**config.mk**
```make
export PLATFORM = sky130hd
export DESIGN_NAME = s_term_uio_bridge
export DESIGN_NICKNAME = d
export VERILOG_FILES = /design/src/rtl/s_term_uio_pkg.sv /design/src/rtl/s_term_uio_rx_fifo.sv /design/src/rtl/s_term_uio_bridge.sv
export SDC_FILE = /design/constraint.sdc
export NUM_CORES = 1
export LEC_CHECK = 0
export ABC_CLOCK_PERIOD_IN_PS = 7350
export BUFFER_PORTS_ARGS = -buffer_cell sky130_fd_sc_hd__buf_2
export CORE_MARGIN = 2
export CORE_UTILIZATION = 59
export DETAILED_ROUTE_END_ITERATION = 10
export PLACE_DENSITY = 0.84
export SLEW_MARGIN = 0
export SYNTH_ARGS = -nofsm -noshare
export SYNTH_HDL_FRONTEND = slang
export SYNTH_HIERARCHICAL = 1
export SYNTH_SLANG_ARGS = --single-unit
```
**constraint.sdc**
```tcl
create_clock -name UserCLK -period 7.35 [get_ports UserCLK]
set_clock_uncertainty 0.15 [all_clocks]
set_input_delay 0.735 -clock UserCLK [delete_from_list [all_inputs] [get_ports UserCLK]]
set_output_delay 0.735 -clock UserCLK [all_outputs]
set_load 0.02 [all_outputs]
```
**src/rtl/s_term_uio_pkg.sv**
```systemverilog
// Shared widths, UIO pin bit positions and the RX entry type for the
// south-terminal user IO bridge.
package s_term_uio_pkg;
  localparam int UIO_W        = 20;
  localparam int DATA_W       = 16;
  localparam int UIO_DATA_LSB = 0;
  localparam int UIO_VALID    = 16;
  localparam int UIO_LAST     = 17;
  localparam int UIO_CREDIT   = 18;
  localparam int UIO_CTRL     = 19;

  typedef struct packed {
    logic              last;
    logic [DATA_W-1:0] data;
  } rx_entry_t;
endpackage

```
**src/rtl/s_term_uio_rx_fifo.sv**
```systemverilog
// Synchronous RX FIFO; a push while full is taken when a pop happens in the
// same cycle.
module s_term_uio_rx_fifo
  import s_term_uio_pkg::*;
#(
  parameter int DEPTH = 4
) (
  input  logic                       gclk,
  input  logic                       grst,
  input  logic                       push,
  input  logic                       pop,
  input  rx_entry_t                  din,
  output rx_entry_t                  dout,
  output logic [$clog2(DEPTH):0]     count,
  output logic                       empty,
  output logic                       full
);
  localparam int AW = $clog2(DEPTH);
  localparam int CW = AW + 1;

  rx_entry_t         mem [DEPTH];
  logic [AW-1:0]     wr_ptr, rd_ptr;
  logic              do_push, do_pop;

  assign empty   = (count == '0);
  assign full    = (count == CW'(DEPTH));
  assign do_pop  = pop && !empty;
  assign do_push = push && (!full || do_pop);
  assign dout    = mem[rd_ptr];

  // DEPTH is a power of two, so the pointers wrap on their own.
  always_ff @(posedge gclk) begin
    if (grst) begin
      wr_ptr <= '0;
      rd_ptr <= '0;
      count  <= '0;
    end else begin
      if (do_push) wr_ptr <= wr_ptr + AW'(1);
      if (do_pop)  rd_ptr <= rd_ptr + AW'(1);
      case ({do_push, do_pop})
        2'b10:   count <= count + CW'(1);
        2'b01:   count <= count - CW'(1);
        default: count <= count;
      endcase
    end
  end

  always_ff @(posedge gclk) begin
    if (do_push) mem[wr_ptr] <= din;
  end
endmodule

```
**src/rtl/s_term_uio_bridge.sv**
```systemverilog
// Host-side endpoint of the bottom-edge UIO link: valid/ready streams on the
// host side, registered credit-based word protocol on the UIO pins.
module s_term_uio_bridge
  import s_term_uio_pkg::*;
#(
  parameter int TX_CREDITS = 4,
  parameter int RX_DEPTH   = 4
) (
  input  logic              UserCLK,
  input  logic              Reset,
  input  logic              link_en,
  input  logic [15:0]       s_data,
  input  logic              s_last,
  input  logic              s_valid,
  output logic              s_ready,
  output logic [15:0]       m_data,
  output logic              m_last,
  output logic              m_valid,
  input  logic              m_ready,
  output logic [19:0]       UIO_BOT_FOUT,
  input  logic [19:0]       UIO_BOT_FIN,
  output logic [2:0]        tx_credits,
  output logic              rx_overflow,
  output logic              credit_err,
  output logic              fabric_err
);
  localparam int CW = $clog2(RX_DEPTH) + 1;
  localparam logic [2:0] CRED_MAX = 3'(TX_CREDITS);

  logic [UIO_W-1:0]  fin_q;
  logic              rst_q;
  logic [DATA_W-1:0] fout_data;
  logic              fout_vld, fout_last, fout_crd, fout_en;
  logic [2:0]        credits;
  logic              send, crd_in, push, pop;
  logic              rx_full, rx_empty;
  logic [CW-1:0]     rx_count;
  rx_entry_t         rx_in, rx_head;

  // rst_q keeps s_ready low for the first cycle after reset release.
  assign s_ready = link_en && (credits != 3'd0) && !Reset && !rst_q;
  assign send    = s_valid && s_ready;
  assign crd_in  = fin_q[UIO_CREDIT];
  assign push    = fin_q[UIO_VALID] && link_en;
  assign m_valid = (rx_count != '0);
  assign pop     = m_valid && m_ready;
  assign rx_in   = '{last: fin_q[UIO_LAST], data: fin_q[UIO_DATA_LSB +: DATA_W]};

  always_ff @(posedge UserCLK) begin
    if (Reset) begin
      fin_q       <= '0;
      rst_q       <= 1'b1;
      fout_data   <= '0;
      fout_vld    <= 1'b0;
      fout_last   <= 1'b0;
      fout_crd    <= 1'b0;
      fout_en     <= 1'b0;
      credits     <= CRED_MAX;
      rx_overflow <= 1'b0;
      credit_err  <= 1'b0;
    end else begin
      fin_q     <= UIO_BOT_FIN;
      rst_q     <= 1'b0;
      if (send) fout_data <= s_data;
      fout_vld  <= send;
      fout_last <= send && s_last;
      fout_crd  <= pop;
      fout_en   <= link_en;
      // A send and a returned credit in the same cycle cancel out.
      if (send && !crd_in) begin
        credits <= credits - 3'd1;
      end else if (crd_in && !send) begin
        if (credits == CRED_MAX) credit_err <= 1'b1;
        else                     credits    <= credits + 3'd1;
      end
      if (push && rx_full && !pop) rx_overflow <= 1'b1;
    end
  end

  s_term_uio_rx_fifo #(.DEPTH(RX_DEPTH)) u_rx_fifo (
    .gclk  (UserCLK),
    .grst  (Reset),
    .push  (push),
    .pop   (pop),
    .din   (rx_in),
    .dout  (rx_head),
    .count (rx_count),
    .empty (rx_empty),
    .full  (rx_full)
  );

  // Head storage is not reset; hold the data outputs at zero while empty.
  assign m_data       = rx_empty ? '0 : rx_head.data;
  assign m_last       = rx_empty ? 1'b0 : rx_head.last;
  assign UIO_BOT_FOUT = {fout_en, fout_crd, fout_last, fout_vld, fout_data};
  assign tx_credits   = credits;
  assign fabric_err   = fin_q[UIO_CTRL];
endmodule
```
Word level (Yosys, flattened, before mapping):

Memory sizes are Yosys's and may differ from the RTL's. A register that Yosys moved wholly into a read port is not among the register bits.
Cells that the tools add are included.

* bits in writable memories: 68
* output and inout port bits: 45
* bits in registers: 53
* latch bits: 0
* bits of input ports: 42
* memories: 1
* memory bits (read-only): 0

* multiplexer cells: 11
* shift-type cells: 0
* divide/modulo/power cells: 0
* order comparisons: 0
* add/subtract/negate cells: 6
* eq/ne operators: 5
* reductions and logical operators: 28
* bitwise logic cells: 1
* multipliers: 0

Memories
* u_rx_fifo.mem: words 4, bits a word 17, read ports 1, clocked after Yosys merged registers in 1, write ports 1, RTL line s_term_uio_rx_fifo.sv:21 `rx_entry_t mem [DEPTH];`

Operator list (count)
* 16-bit 2-to-1 mux: 1
* 1-bit logical AND: 13
* 3-bit 2-to-1 mux: 3
* 1-bit zero test: 7
* 3-bit by 1-bit adder with 3-bit output, second input constant: 2
* 3-bit == test, second input constant: 2
* 3-bit one-hot mux with 2 select lines: 1
* 3-bit nonzero test: 2
* 3-bit by 1-bit subtractor with 3-bit output, second input constant: 2
* 2-bit by 1-bit adder with 2-bit output, second input constant: 2
* 1-bit 2-to-1 mux: 4
* 2-bit 2-to-1 mux: 2
* 2-bit nonzero test: 2
* 3-bit zero test: 1
* 3-bit AND reduction: 1
* 2-bit by 1-bit == test with 1-bit output, second input constant: 1
* 2-bit == test, second input constant: 1
* 2-bit != test, second input constant: 1
* 2-bit AND reduction: 1
* 1-bit logical OR: 1
* 1-bit inverter: 1

Depth between registers and ports, before layout:

* word-level depth: 9
* mapped depth: 11
* gate-level depth less buffers: 8

Hierarchy:

Netlist, hierarchy kept.

Modules (own cells, without submodules)
* s_term_uio_rx_fifo: instances 1, cells each 148, area each 2985.4 µm²
* s_term_uio_bridge: instances 1, cells each 189, area each 1879.3 µm²

Least setup slack after synthesis:

OpenSTA, ideal clock, no wires.

* path kind: in2reg
* start: input Reset
* end: register credits[2] (netlist: tx_credits[2])
* arrival time: 2566 ps
* stages: 11
* setup slack: 4510 ps
* path buffers: 3
* cells stage by stage: buf_6 -> nand4bb_1 -> buf_2 -> buf_6 -> nor2_1 -> ha_1 -> inv_1 -> fa_1 -> or2_2 -> o21ai_0 -> a21oi_1

* cells in the longest elaborated chain, start to end: 8
* elaborated cells on any way between the ends: 11
* classes of those cells: 1 x eq/ne; 1 x mux; 9 x reduce/logical

RTL lines
* start: declaration: RTL line s_term_uio_bridge.sv:10 `input logic Reset,`
* 1-bit zero test *: RTL line s_term_uio_bridge.sv:41 `assign s_ready = link_en && (credits != 3'd0) && !Reset && !rst_q;`
* 1-bit logical AND * (2 in a row): RTL line s_term_uio_bridge.sv:41
* 1-bit logical AND *: RTL line s_term_uio_bridge.sv:42 `assign send = s_valid && s_ready;`
* via send: RTL line s_term_uio_bridge.sv:35 `logic send, crd_in, push, pop;`
* 1-bit zero test: RTL line s_term_uio_bridge.sv:72 `end else if (crd_in && !send) begin`
* 1-bit logical AND: RTL line s_term_uio_bridge.sv:72
* 2-bit nonzero test (no source line)
* 2-bit AND reduction (no source line)
* end signal: assignment: RTL line s_term_uio_bridge.sv:71 `credits <= credits - 3'd1;`
* end signal: assignment: RTL line s_term_uio_bridge.sv:74 `else credits <= credits + 3'd1;`
* end: declaration: RTL line s_term_uio_bridge.sv:34 `logic [2:0] credits;`

Mark *: on every way through the listed nets, which the timed path passes. The rest lies on a longest branch.
A chain may end at the register's enable or synchronous reset.

Worst setup path in the final report:

Same ends and word-level chain as after synthesis.

==> flow_summary.json <==
{
  "first_drt_iteration_drcs": 149,
  "min_period_over_period_pct": 46.76,
  "p_clk_share_pct": 49.6,
  "io_buffer_count": 86,
  "grt_pass1_vias": 2904,
  "fin_crit_ps": 3437,
  "dp.final_hpwl_um": 5412,
  "ir_drop_v": 0.0002135,
  "initial_core_util_pct": 60.11,
  "worst_setup_path_start_kind": "primary input",
  "cellPowerDensity_mw_per_mm2": 271.9,
  "post_cts.resized_instances": 0,
  "synthCells": 337,
  "detailedPlace.worstSlack_ps": 3472,
  "syn-cell-area_mm2": 0.004865,
  "cts_buffers": 17,
  "clk_transition_reported_paths_ps": 60,
  "post_synthesis_share_of_cell_area_spent_on_full_adders_half_adders_and_majority_gates_pct": 2.366,
  "holdCritPathClass": "in2reg",
  "async_flop_share_pct": 0,
  "syn_to_final_growth_pct": 20.50,
  "synth_top_family_by_area": "simple AND/OR/NAND/NOR gates",
  "combinationalPowerShare_pct": 3.4,
  "ys.flop_type": "sky130_fd_sc_hd__edfxtp_1",
  "endpoint_kind": "register",
  "synthXorXnorAreaFrac_pct": 1.080,
  "p_int_w": 0.001251,
  "timing_hold_violations_final": 0,
  "postSynthRegisterBits": 123,
  "totalNegativeSetupSlack_ps": 0,
  "yosys_warnings": 6,
  "rows": 33,
  "power.static_leakage_nw": 2.202,
  "detailedRoute.firstPassIterationCount": 6,
  "vias": 2899,
  "antenna_violating_nets_post_route": 0,
  "synth-compound-area-share_pct": 6.507,
  "synthTopCellsByArea": "sky130_fd_sc_hd__edfxtp_1 (42%), sky130_fd_sc_hd__dfxtp_1 (23%), sky130_fd_sc_hd__mux4_2 (7.9%), sky130_fd_sc_hd__nor2b_1 (4.9%), sky130_fd_sc_hd__nand3_2 (2.1%)",
  "drv.max_cap_violation_count": 0,
  "switching_share_pct": 21.50,
  "muxShareOfSynthArea_pct": 8.308,
  "worst-endpoint-arrival_ps": 3670,
  "peak_per_stage_delay_on_the_critical_path_ps": 750,
  "grt_max_degree": 57,
  "post_synth_num_cell_types": 46,
  "filler_cell_count": 518,
  "drt_wl_total_um": 8884,
  "worst_slack_ps": 3913,
  "gpl.final_weighted_congestion": 0.7129,
  "synth_enable_flop_cells": 68,
  "post_route_cells_drive_above_1_share_pct": 37.64,
  "worst-setup-path-type": "in2reg",
  "drc_errors": 0,
  "wire_length_of_the_first_global_routing_pass_um": 14030,
  "timing.critical_path.required_ps": 7590,
  "die_y_um": 94.81,
  "coreArea_mm2": 0.008093,
  "overflow": 0,
  "cts_buffer_depth": 2,
  "layout.nets": 470,
  "outcome": "finished clean",
  "design_area_mm2": 0.005862,
  "critical_path_peak_fanout": 56,
  "timing_max_transition_violations_final": 0,
  "io_pins": 87,
  "synth_seq_area_share_pct": 64.61,
  "cts_tree": "done",
  "grt_antenna_before_repair": 0,
  "net-switching-power_w": 0.0003427,
  "slew_headroom_pct": 27.15,
  "die_w_um": 94.81,
  "vias_per_cell": 5.388,
  "antenna-diode-count": 0,
  "design.die.area_mm2": 0.008988,
  "cts_num_sinks": 123,
  "synth.largest_area_cell": "sky130_fd_sc_hd__edfxtp_1",
  "clock-root-buffer": "sky130_fd_sc_hd__clkbuf_8",
  "post_synth_and_or_nand_nor_area_fraction_pct": 12.83,
  "yosys.cell_count.top_type": "sky130_fd_sc_hd__edfxtp_1",
  "clock_latency_on_the_worst_skew_pair_ps": 500,
  "cts.htree.levels": 4,
  "setup_viol": 0,
  "slowest_stage": "sky130_fd_sc_hd__nand4bb_1",
  "crit_chain": "buf_2, nand4bb_1, nor2_1, ha_1, inv_1, fa_1, or2_2, o21ai_0, a21oi_1",
  "synth_top_area_share_pct": 41.98,
  "worst_slew_pin_slew_ps": 1093,
  "cts.hold.buffers_added": 0,
  "mappedNetlistNets": 387,
  "grt_use_total_pct": 21.38,
  "max_clock_freq_mhz": 291.0,
  "placedInstanceArea_mm2": 0.005283,
  "routedWlPerCell_um": 16.51,
  "synth.avg_cell_area_um2": 14.44,
  "setup_repair_after_global_routing_missed_its_margin": "no",
  "cts_setup_buffers": 0,
  "post_synth_most_frequent_cells": "sky130_fd_sc_hd__edfxtp_1 (68), sky130_fd_sc_hd__dfxtp_1 (55), sky130_fd_sc_hd__nor2b_1 (38)",
  "power_frac_seq_pct": 46.9
}
power groups by stage:
stage | clock network [W] | registers [W] | logic (W)
2_1_floorplan | 0 | 0.000763 | 0.0000318
3_3_place_gp | 0 | 0.000761 | 0.0000525
3_5_place_dp | 0 | 0.000762 | 0.0000541
4_1_cts | 0.000808 | 0.000748 | 0.0000549
5_1_grt | 0.000836 | 0.000750 | 0.0000596
6_report | 0.000791 | 0.000748 | 0.0000543
routing by layer:
metal,share of wire [%],wire length (um),global-route usage [%]
met5,0,0,0
met4,0.90,80,8.937
met3,5.5,491,7.183
met2,51,4527,34.16
met1,43,3785,26.82
cell families (layout without fill, tap and decap cells):
logic type / Yosys count / in the layout
AOI/OAI and AO/OA: 48 / 48
xor gates and xnor gates: 6 / 6
adders and majority gates: 8 / 8
buffers and inverters: 36 / 132
DFF: 123 / 123
muxes: 19 / 19
and+or+nand+nor: 97 / 97
state kept, by name, indices dropped and copies added (netlist names), 2 cells and up, named ones only:
signal	count
fout_data	16
u_rx_fifo/count	3
u_rx_fifo/mem	68
u_rx_fifo/wr_ptr	2
u_rx_fifo/rd_ptr	2
tx_credits	3
fin_q	20
placed cells by master (no fill, tap or decap), types with 3 or more instances in the layout:
cell,Yosys,layout
sky130_fd_sc_hd__buf_2,4,86
sky130_fd_sc_hd__edfxtp_1,68,68
sky130_fd_sc_hd__dfxtp_1,55,55
sky130_fd_sc_hd__nor2b_1,38,38
sky130_fd_sc_hd__o21ai_0,17,17
sky130_fd_sc_hd__mux4_2,17,17
sky130_fd_sc_hd__nor2_1,16,16
sky130_fd_sc_hd__clkbuf_16,0,16
sky130_fd_sc_hd__inv_1,12,12
sky130_fd_sc_hd__nand3_2,10,10
sky130_fd_sc_hd__a21oi_2,10,10
sky130_fd_sc_hd__a21oi_1,9,9
sky130_fd_sc_hd__nand3_1,7,7
sky130_fd_sc_hd__ha_1,6,6
sky130_fd_sc_hd__and2_1,5,5
sky130_fd_sc_hd__inv_6,0,4
sky130_fd_sc_hd__nand2_1,3,3
sky130_fd_sc_hd__xnor2_1,3,3
sky130_fd_sc_hd__a211oi_1,3,3
sky130_fd_sc_hd__clkinvlp_4,0,3
sky130_fd_sc_hd__clkinv_4,0,3
sky130_fd_sc_hd__xor2_1,3,3
area by class of cell:
type	instances	area, um2	share of cell area, %
clock buffer	17	414.1	7.065
clock inverter	15	165.2	2.817
tap	105	131.4	2.241
inverter	12	45.04	0.7684
sequential	123	3143	53.62
timing repair buffer	88	445.4	7.599
multi-input combinational	178	1518	25.89
final timing paths:
| check | start | to | slack (ps) | depth (start not counted) |
|---|---|---|---|---|
| worst max-delay path | Reset | tx_credits[2]$_SDFFE_PP1P_ | 3910 | 9 |
| worst min-delay path | UIO_BOT_FIN[19] | fin_q[19]$_SDFF_PP0_ | 290 | 2 |
| worst max register to register | rst_q$_DFF_P_ | tx_credits[2]$_SDFFE_PP1P_ | 4460 | 8 |
| worst min register to register | fin_q[9]$_SDFF_PP0_ | u_rx_fifo/mem[1][9]$_DFFE_PP_ | 320 | 0 |
per-stage QoR:
stage / hold slack, ps / instances / utilization (%) / total power, W
2_1_floorplan: 288.3 / 337 / - / 0.0007951
3_3_place_gp: 299.4 / 506 / 65.28 / 0.0008138
3_5_place_dp: 309.4 / 506 / 65.28 / 0.0008165
4_1_cts: 266.0 / 538 / 72.43 / 0.001611
5_1_grt: 281.9 / 538 / 72.43 / 0.001646
6_report: 289.7 / 538 / 72.43 / 0.001594
critical path, delay by kind of cell:
family	cells	cell delay, ps
AOI/OAI and AO/OA	2	240
and+or+nand+nor	3	1390
buffers and inverters	2	540
adders and majority gates	2	730
Note: power is estimated with default switching activity, not from simulation.
